### src/rtl/frogger_pkg.sv
// -----------------------------------------------------------------------------
// frogger_pkg
// Shared definitions for the Frogger game sequencer:
//   - game state encodings (3-bit, as exported on o_State)
//   - tile bitmap codes
//   - shared field widths (tile coordinate, score, lives)
//   - saturating score increment helper
// -----------------------------------------------------------------------------
package frogger_pkg;

    localparam int TILE_W  = 6;
    localparam int SCORE_W = 7;
    localparam int LIVES_W = 2;
    localparam int STATE_W = 3;
    localparam int BMP_W   = 4;

    typedef enum logic [STATE_W-1:0] {
        ST_IDLE      = 3'd0,
        ST_RUNNING   = 3'd1,
        ST_CLEANUP   = 3'd2,
        ST_P1_WINS   = 3'd3,
        ST_GAME_OVER = 3'd4
    } state_e;

    typedef enum logic [BMP_W-1:0] {
        TILE_WALL  = 4'd0,
        TILE_ROAD  = 4'd1,
        TILE_WATER = 4'd2,
        TILE_SAFE  = 4'd3,
        TILE_LILY  = 4'd4
    } tile_e;

    // Score increment that sticks at the ceiling instead of wrapping.
    function automatic logic [SCORE_W-1:0] score_sat_inc(
        input logic [SCORE_W-1:0] score,
        input logic [SCORE_W-1:0] ceiling
    );
        return (score >= ceiling) ? ceiling : score + SCORE_W'(1);
    endfunction

endpackage

### src/rtl/frogger_game_ctrl_if.sv
// -----------------------------------------------------------------------------
// frogger_game_ctrl_if
// Bundle of the signals exchanged between the game sequencer and the rest of
// the Frogger design (sync counter, frog controller, collision logic, display).
//   i_VSync        VSync from sync counter, falling edge = frame tick
//   i_Game_Start   start button level (debounced upstream)
//   i_Collided     frog/car collision flag
//   i_Frogger_Y    frog tile row
//   i_Bitmap_Data  bitmap code of the tile under the frog
//   o_State        sequencer state encoding
//   o_Game_Active  high only while RUNNING
//   o_Respawn      one-cycle frog reload pulse
//   o_Lives        remaining lives
//   o_Score        crossings completed
//   o_Flash        end-screen blink
// Modports: slave = the sequencer (consumes i_*, drives o_*),
//           master = the surrounding game logic (drives i_*, consumes o_*).
// -----------------------------------------------------------------------------
interface frogger_game_ctrl_if;
    import frogger_pkg::*;

    logic               i_VSync;
    logic               i_Game_Start;
    logic               i_Collided;
    logic [TILE_W-1:0]  i_Frogger_Y;
    logic [BMP_W-1:0]   i_Bitmap_Data;
    logic [STATE_W-1:0] o_State;
    logic               o_Game_Active;
    logic               o_Respawn;
    logic [LIVES_W-1:0] o_Lives;
    logic [SCORE_W-1:0] o_Score;
    logic               o_Flash;

    modport master (
        output i_VSync, i_Game_Start, i_Collided, i_Frogger_Y, i_Bitmap_Data,
        input  o_State, o_Game_Active, o_Respawn, o_Lives, o_Score, o_Flash
    );

    modport slave (
        input  i_VSync, i_Game_Start, i_Collided, i_Frogger_Y, i_Bitmap_Data,
        output o_State, o_Game_Active, o_Respawn, o_Lives, o_Score, o_Flash
    );

endinterface

### src/rtl/frame_tick_gen.sv
// -----------------------------------------------------------------------------
// frame_tick_gen
// VSync falling-edge detector plus a frame counter.
//   i_Clk    clock
//   i_Rst    synchronous active-high reset (clears edge register and count)
//   i_VSync  VSync level
//   i_Clr    holds the counter at zero while high
//   o_Tick   one-cycle pulse: VSync was high last cycle and is low now
//   o_Last   count is at c_TERM-1, so the next tick completes the period;
//            the counter wraps to zero on that tick
// -----------------------------------------------------------------------------
module frame_tick_gen #(
    parameter int c_TERM = 60
) (
    input  logic i_Clk,
    input  logic i_Rst,
    input  logic i_VSync,
    input  logic i_Clr,
    output logic o_Tick,
    output logic o_Last
);

    localparam int CNT_W = (c_TERM > 1) ? $clog2(c_TERM) : 1;

    logic             vsync_q;
    logic [CNT_W-1:0] count_q;
    logic [CNT_W-1:0] count_d;

    assign o_Tick = vsync_q & ~i_VSync;
    assign o_Last = (count_q == CNT_W'(c_TERM - 1));

    always_comb begin
        count_d = count_q;
        if (i_Clr) begin
            count_d = '0;
        end else if (o_Tick) begin
            count_d = o_Last ? '0 : count_q + CNT_W'(1);
        end
    end

    always_ff @(posedge i_Clk) begin
        if (i_Rst) begin
            vsync_q <= 1'b0;
            count_q <= '0;
        end else begin
            vsync_q <= i_VSync;
            count_q <= count_d;
        end
    end

endmodule

### src/rtl/frogger_game_ctrl.sv
// -----------------------------------------------------------------------------
// frogger_game_ctrl
// Top-level game sequencer: IDLE / RUNNING / CLEANUP / P1_WINS / GAME_OVER.
// Owns lives and score, gates the game with o_Game_Active, requests frog
// respawns and blinks o_Flash on the end screens. Timed phases count video
// frames (VSync falling edges).
//   i_Clk  clock
//   i_Rst  synchronous active-high reset
//   bus    frogger_game_ctrl_if.slave: game inputs in, sequencer outputs out
// All outputs come straight from flops and change on the transition edge.
// -----------------------------------------------------------------------------
module frogger_game_ctrl
    import frogger_pkg::*;
#(
    parameter int c_START_LIVES  = 3,
    parameter int c_WIN_SCORE    = 5,
    parameter int c_SCORE_MAX    = 99,
    parameter int c_HOLD_FRAMES  = 60,
    parameter int c_FLASH_FRAMES = 15,
    parameter int c_GOAL_ROW     = 0,
    parameter int c_TILE_WATER   = 2,
    parameter int c_TILE_LILY    = 4
) (
    input  logic                i_Clk,
    input  logic                i_Rst,
    frogger_game_ctrl_if.slave  bus
);

    localparam logic [LIVES_W-1:0] START_LIVES_V = LIVES_W'(c_START_LIVES);
    localparam logic [SCORE_W-1:0] WIN_SCORE_V   = SCORE_W'(c_WIN_SCORE);
    localparam logic [SCORE_W-1:0] SCORE_MAX_V   = SCORE_W'(c_SCORE_MAX);
    localparam logic [TILE_W-1:0]  GOAL_ROW_V    = TILE_W'(c_GOAL_ROW);
    localparam logic [BMP_W-1:0]   TILE_WATER_V  = BMP_W'(c_TILE_WATER);
    localparam logic [BMP_W-1:0]   TILE_LILY_V   = BMP_W'(c_TILE_LILY);

    state_e             state_q, state_d;
    logic [LIVES_W-1:0] lives_q, lives_d;
    logic [SCORE_W-1:0] score_q, score_d;
    logic               arm_q, arm_d;
    logic               game_active_q, game_active_d;
    logic               respawn_q, respawn_d;
    logic               flash_q, flash_d;
    logic               start_q;

    logic               start_edge;
    logic               respawn_req;
    logic               in_end_q;
    logic               death_evt;
    logic               goal_evt;
    logic [SCORE_W-1:0] score_inc;

    logic hold_tick, hold_last;
    logic flash_tick, flash_last;

    assign start_edge = ~start_q & bus.i_Game_Start;
    assign in_end_q   = (state_q == ST_P1_WINS) || (state_q == ST_GAME_OVER);
    assign death_evt  = bus.i_Collided || (bus.i_Bitmap_Data == TILE_WATER_V);
    assign goal_evt   = (bus.i_Frogger_Y == GOAL_ROW_V) &&
                        (bus.i_Bitmap_Data == TILE_LILY_V);
    assign score_inc  = score_sat_inc(score_q, SCORE_MAX_V);

    // Hold timer: counts only while in CLEANUP, so it is zero on entry.
    // Its tick output also serves as the frame tick for arming.
    frame_tick_gen #(.c_TERM(c_HOLD_FRAMES)) u_hold_timer (
        .i_Clk   (i_Clk),
        .i_Rst   (i_Rst),
        .i_VSync (bus.i_VSync),
        .i_Clr   (state_q != ST_CLEANUP),
        .o_Tick  (hold_tick),
        .o_Last  (hold_last)
    );

    // Flash timer: counts only on the end screens.
    frame_tick_gen #(.c_TERM(c_FLASH_FRAMES)) u_flash_timer (
        .i_Clk   (i_Clk),
        .i_Rst   (i_Rst),
        .i_VSync (bus.i_VSync),
        .i_Clr   (!in_end_q),
        .o_Tick  (flash_tick),
        .o_Last  (flash_last)
    );

    // State register
    always_ff @(posedge i_Clk) begin
        if (i_Rst) begin
            state_q       <= ST_IDLE;
            lives_q       <= START_LIVES_V;
            score_q       <= '0;
            arm_q         <= 1'b0;
            start_q       <= 1'b0;
            game_active_q <= 1'b0;
            respawn_q     <= 1'b0;
            flash_q       <= 1'b0;
        end else begin
            state_q       <= state_d;
            lives_q       <= lives_d;
            score_q       <= score_d;
            arm_q         <= arm_d;
            start_q       <= bus.i_Game_Start;
            game_active_q <= game_active_d;
            respawn_q     <= respawn_d;
            flash_q       <= flash_d;
        end
    end

    // Next-state logic
    always_comb begin
        state_d     = state_q;
        lives_d     = lives_q;
        score_d     = score_q;
        arm_d       = 1'b0;
        respawn_req = 1'b0;

        case (state_q)
            ST_IDLE, ST_P1_WINS, ST_GAME_OVER: begin
                if (start_edge) begin
                    state_d     = ST_RUNNING;
                    lives_d     = START_LIVES_V;
                    score_d     = '0;
                    respawn_req = 1'b1;
                end
            end

            ST_RUNNING: begin
                // Arm stays clear until the first frame after entry so that
                // collision/tile data left over from before the respawn is
                // not acted on.
                arm_d = arm_q | hold_tick;
                if (arm_q && death_evt) begin
                    if (lives_q <= LIVES_W'(1)) begin
                        lives_d = '0;
                        state_d = ST_GAME_OVER;
                    end else begin
                        lives_d = lives_q - LIVES_W'(1);
                        state_d = ST_CLEANUP;
                    end
                end else if (arm_q && goal_evt) begin
                    score_d = score_inc;
                    state_d = (score_inc >= WIN_SCORE_V) ? ST_P1_WINS : ST_CLEANUP;
                end
            end

            ST_CLEANUP: begin
                if (hold_tick && hold_last) begin
                    state_d     = ST_RUNNING;
                    respawn_req = 1'b1;
                end
            end

            default: begin
                state_d = ST_IDLE;
            end
        endcase
    end

    // Output logic (registered from the next state)
    always_comb begin
        game_active_d = (state_d == ST_RUNNING);
        respawn_d     = respawn_req;
        flash_d       = 1'b0;
        if ((state_d == ST_P1_WINS) || (state_d == ST_GAME_OVER)) begin
            if (!in_end_q) begin
                flash_d = 1'b1;
            end else if (flash_tick && flash_last) begin
                flash_d = ~flash_q;
            end else begin
                flash_d = flash_q;
            end
        end
    end

    assign bus.o_State       = state_q;
    assign bus.o_Game_Active = game_active_q;
    assign bus.o_Respawn     = respawn_q;
    assign bus.o_Lives       = lives_q;
    assign bus.o_Score       = score_q;
    assign bus.o_Flash       = flash_q;

endmodule

### src/flat_wrapper.sv
// flat-port wrapper written by rule: the top's interface ports become plain ports
module frogger_game_ctrl_flat import frogger_pkg::*;
#(
    parameter int c_START_LIVES  = 3,
    parameter int c_WIN_SCORE    = 5,
    parameter int c_SCORE_MAX    = 99,
    parameter int c_HOLD_FRAMES  = 60,
    parameter int c_FLASH_FRAMES = 15,
    parameter int c_GOAL_ROW     = 0,
    parameter int c_TILE_WATER   = 2,
    parameter int c_TILE_LILY    = 4
)
  (i_Clk, i_Rst, bus_i_VSync, bus_i_Game_Start, bus_i_Collided, bus_i_Frogger_Y, bus_i_Bitmap_Data, bus_o_State, bus_o_Game_Active, bus_o_Respawn, bus_o_Lives, bus_o_Score, bus_o_Flash);
  frogger_game_ctrl_if bus_i ();
  input  logic i_Clk;
  input  logic i_Rst;
  input wire logic [$bits(bus_i.i_VSync)-1:0] bus_i_VSync;
  input wire logic [$bits(bus_i.i_Game_Start)-1:0] bus_i_Game_Start;
  input wire logic [$bits(bus_i.i_Collided)-1:0] bus_i_Collided;
  input wire logic [$bits(bus_i.i_Frogger_Y)-1:0] bus_i_Frogger_Y;
  input wire logic [$bits(bus_i.i_Bitmap_Data)-1:0] bus_i_Bitmap_Data;
  output wire logic [$bits(bus_i.o_State)-1:0] bus_o_State;
  output wire logic [$bits(bus_i.o_Game_Active)-1:0] bus_o_Game_Active;
  output wire logic [$bits(bus_i.o_Respawn)-1:0] bus_o_Respawn;
  output wire logic [$bits(bus_i.o_Lives)-1:0] bus_o_Lives;
  output wire logic [$bits(bus_i.o_Score)-1:0] bus_o_Score;
  output wire logic [$bits(bus_i.o_Flash)-1:0] bus_o_Flash;
  assign bus_i.i_VSync = bus_i_VSync;
  assign bus_i.i_Game_Start = bus_i_Game_Start;
  assign bus_i.i_Collided = bus_i_Collided;
  assign bus_i.i_Frogger_Y = bus_i_Frogger_Y;
  assign bus_i.i_Bitmap_Data = bus_i_Bitmap_Data;
  assign bus_o_State = bus_i.o_State;
  assign bus_o_Game_Active = bus_i.o_Game_Active;
  assign bus_o_Respawn = bus_i.o_Respawn;
  assign bus_o_Lives = bus_i.o_Lives;
  assign bus_o_Score = bus_i.o_Score;
  assign bus_o_Flash = bus_i.o_Flash;
  frogger_game_ctrl #(.c_START_LIVES(c_START_LIVES), .c_WIN_SCORE(c_WIN_SCORE), .c_SCORE_MAX(c_SCORE_MAX), .c_HOLD_FRAMES(c_HOLD_FRAMES), .c_FLASH_FRAMES(c_FLASH_FRAMES), .c_GOAL_ROW(c_GOAL_ROW), .c_TILE_WATER(c_TILE_WATER), .c_TILE_LILY(c_TILE_LILY)) u_core (.i_Clk(i_Clk), .i_Rst(i_Rst), .bus(bus_i));
endmodule
### config.mk
export PLATFORM = sky130hd
export DESIGN_NAME = frogger_game_ctrl_flat
export DESIGN_NICKNAME = d
export VERILOG_FILES = /design/src/rtl/frogger_pkg.sv /design/src/rtl/frogger_game_ctrl_if.sv /design/src/rtl/frame_tick_gen.sv /design/src/rtl/frogger_game_ctrl.sv /design/src/flat_wrapper.sv
export SDC_FILE = /design/constraint.sdc
export NUM_CORES = 1
export LEC_CHECK = 0
export ABC_AREA = 1
export BUFFER_PORTS_ARGS = -buffer_cell sky130_fd_sc_hd__buf_2
export CORE_ASPECT_RATIO = 0.5
export CORE_MARGIN = 5
export CORE_UTILIZATION = 40
export CTS_CLUSTER_SIZE = 10
export DETAILED_ROUTE_END_ITERATION = 10
export GPL_ROUTABILITY_DRIVEN = 0
export GPL_TIMING_DRIVEN = 0
export SYNTH_ARGS = -nofsm -noshare
export SYNTH_HDL_FRONTEND = slang
export SYNTH_SLANG_ARGS = --single-unit
### constraint.sdc
create_clock -name i_Clk -period 2.1 [get_ports i_Clk]
set_input_delay 0.105 -clock i_Clk [delete_from_list [all_inputs] [get_ports i_Clk]]
set_output_delay 0.105 -clock i_Clk [all_outputs]
set_load 0.01 [all_outputs]
==> impl_metrics.csv <==
group,metric,value,unit
status,outcome,"finished, final reports clean",
cts,cts_buffer_depth,2,
sta,finClkSkew,3.87,ps
layout,instances_no_fill,302,
power_and_ir_drop,switching_share,23.8,%
floorplan,ios,30,
logic_synthesis,yosysTopAreaCellShare,38.4,%
cts,clk_latency,270,ps
floorplan,start_util,42.1,%
logic_synthesis,syn_area_per_cell,6.67,um2
power_and_ir_drop,clkPwrFrac,34.0,%
cts,ctsRootBufferMaster,"clkbuf_8",
logic_synthesis,synthMuxAreaShare,0,%
global_routing,grt_util_all_layers,13.8,%
detailed_routing,drc,0,
global_routing,antenna_found_initial,0,
floorplan,fp.dieH,52.7,um
layout,nets,269,
floorplan,rows,15,
sta,min_period,1750,ps
sta,final_max_slew_viol_count,0,
layout,final_common_cell,"nand2_1",
logic_synthesis,synth_top_family_by_area,"simple AND/OR/NAND/NOR gates",
sta,hold_viol_final,0,
cts,tritoncts,"done",
worst_setup_path,rrSetupSlack,350,ps
logic_synthesis,synth-adder-area-share,1.71,%
cts,cts_hold_buf,0,
logic_synthesis,synth_cells,219,
detailed_routing,finalWirelength,3110,um
worst_setup_path,worstPathMaxFanout,7,
detailed_routing,vias_per_cell,4.66,
power_and_ir_drop,vdd.ir_drop.worst,0.189,mV
worst_setup_path,worstSetupPathType,"reg -> reg",
detailed_routing,dr.pass1.iters,4,
layout,drive_gt1_share,17.9,%
power_and_ir_drop,p_per_area,569,nW/um2
sta,clock.fmax,571,MHz
power_and_ir_drop,internal_power,0.745,mW
cts,cts_resized,0,
sta,final.setup.tns,0,ps
worst_setup_path,critPathSlowestCell,"dfxtp_1",
layout,fin_area,1720,um2
detailed_routing,ant_nets,0,
place,numPortBuffers,28,
floorplan,core-area,3470,um2
logic_synthesis,synthDistinctLibCells,29,
worst_setup_path,endpoint_kind,"flip-flop",
floorplan,die-area,5030,um2
hold_path,hold_path_class,"in -> reg",
logic_synthesis,netlist_top_cells_area,"dfxtp_1 (38%), nand2_1 (11%), inv_1 (8.5%), nor2_1 (8.5%), a21oi_1 (4.8%)",
logic_synthesis,synth-seq-cells,28,
worst_setup_path,path_cells,"ha_1 > nor2_2 > nand3_1 > nand2_2 > inv_2 > nor2_1 > nor2_1 > nand3_1 > nand2_1 > nand2_2 > nand2_2 > nand2_1 > nor2_2",
global_routing,grt_pass1_wl,5550,um
detailed_routing,drt_iter0_markers,45,
logic_synthesis,yosys.area.top_type,"dfxtp_1",
power_and_ir_drop,power.switching,0.233,mW
worst_setup_path,arrival,1930,ps
power_and_ir_drop,seqPwrFrac,56.2,%
cts,cts_buffers,3,
logic_synthesis,synthSimpleGateAreaFrac,35.8,%
logic_synthesis,ys_seq_area_share,38.4,%
detailed_routing,via_count,1406,
layout,antennaDiodeCount,0,
job,drv_cap,0,
worst_setup_path,cp-start-kind,"flip-flop",
cts,h-tree-depth,1,
worst_setup_path,timing.critical_path.mode_cell,"nand2_2",
cts,cts_setup_buffers,0,
cts,path_clk_slew,90,ps
floorplan,die_x,95.4,um
cts,cts.sinks,28,
layout,fin_util,49.5,%
global_routing,grt_pass1_vias,1348,
place,dp_hpwl,2460,um
place,dp_cells,298,
logic_synthesis,synth_xor_xnor_area_share,1.80,%
power_and_ir_drop,power.leakage,0.791,nW
sta,tightest_slew,457,ps
logic_synthesis,synth_area,1460,um2
worst_setup_path,max_stage_delay,360,ps
logic_synthesis,synth_compound_area_share,12.3,%
layout,syn2layout_area_growth,17.7,%
detailed_routing,avgRoutedWirePerCell,10.3,um
sta,rsz0062_at_grt,"no",
power_and_ir_drop,combPwrFrac,9.8,%
layout,fill_cells,376,
global_routing,overflow,0,
layout,final_cell_mix,"nand2_1 (44), nor2_1 (33), inv_1 (33)",
worst_setup_path,worstPathRequired,2280,ps
logic_synthesis,synth.net_count,236,
sta,setup_viol,0,
global_routing,grt_start_max_net_pins,16,
sta,max-slew-margin-rel,69.6,%
place,placed_cell_area,1660,um2
logic_synthesis,synth_warnings,0,
sta,period_share,83.5,%
==> power groups by stage <==
stage / registers, mW / clock network, mW / logic (mW)
2_1_floorplan: 0.566 / 0 / 0.0556
3_3_place_gp: 0.562 / 0 / 0.0953
3_5_place_dp: 0.562 / 0 / 0.0964
4_1_cts: 0.550 / 0.350 / 0.0966
5_1_grt: 0.552 / 0.374 / 0.110
6_report: 0.550 / 0.333 / 0.0954
==> registers in the layout, indices dropped and copies added (netlist names) <==
name                          flops
u_core.bus.o_Score                7
u_core.u_hold_timer.count_q       6
u_core.u_flash_timer.count_q      4
u_core.bus.o_State                3
u_core.bus.o_Lives                2
u_core.arm_q                      1
u_core.bus.o_Flash                1
u_core.bus.o_Game_Active          1
u_core.bus.o_Respawn              1
u_core.start_q                    1
u_core.u_hold_timer.vsync_q       1
==> worst paths after layout <==
kind	start	end	depth (start not counted)
max reg2reg	u_core.bus.o_Score[0]	u_core.bus.o_Flash	13
min reg2reg	u_core.bus.o_Lives[0]	u_core.bus.o_Lives[0]	1
min	bus_i_VSync	u_core.u_hold_timer.vsync_q	3
max	u_core.bus.o_Score[0]	u_core.bus.o_Flash	13
==> area by class of cell <==
class                   count  area (um2)  share of cell area [%]
multi-input cells         154         753                    43.8
flip-flops and latches     28         561                    32.6
repair buffers             28         140                    8.15
inverters                  34         128                    7.42
well taps                  51        63.8                    3.71
clock buffers               4        55.1                    3.20
plain buffers               3        18.8                    1.09
==> cells in the mapped netlist, drive strengths merged <==
library cell / n
nand2: 48
nor2: 38
inv: 34
dfxtp: 28
a21oi: 14
nand3: 14
nor3: 10
o21ai: 10
and3: 2
clkbuf: 2
ha: 2
nand4: 2
nor3b: 2
o22ai: 2
o31ai: 2
xor2: 2
a2111oi: 1
a21boi: 1
buf: 1
nand3b: 1
o211ai: 1
o21bai: 1
xnor2: 1
==> through the flow <==
step	setup WS, ps	hold WS, ps	power (mW)
2_1_floorplan	513	230	0.622
3_3_place_gp	364	326	0.657
3_5_place_dp	374	345	0.659
4_1_cts	351	40.3	0.997
5_1_grt	108	52.9	1.04
6_report	347	43.3	0.978
==> layer usage <==
layer	vias up	global-route usage [%]	part of all wire (%)
li1	762	-	-
met1	630	16.8	50
met2	12	25.0	46
met3	2	3.44	3.1
met4	0	2.83	0.61
met5	-	0	0
==> critical path, delay by kind of cell (launching register included) <==
family,cells,cell delay (ps)
buffers and inverters,1,60
flip-flops,1,360
adder cells (fa/ha/maj),1,290
AND/OR/NAND/NOR,11,940
==> kinds of logic after synthesis <==
group                      count (synthesis)
and+or+nand+nor                          117
buffers and inverters                     37
AOI/OAI and AO/OA                         32
DFF                                       28
xor gates and xnor gates                   3
adders and majority gates                  2
(Power assumes the default switching activity.)
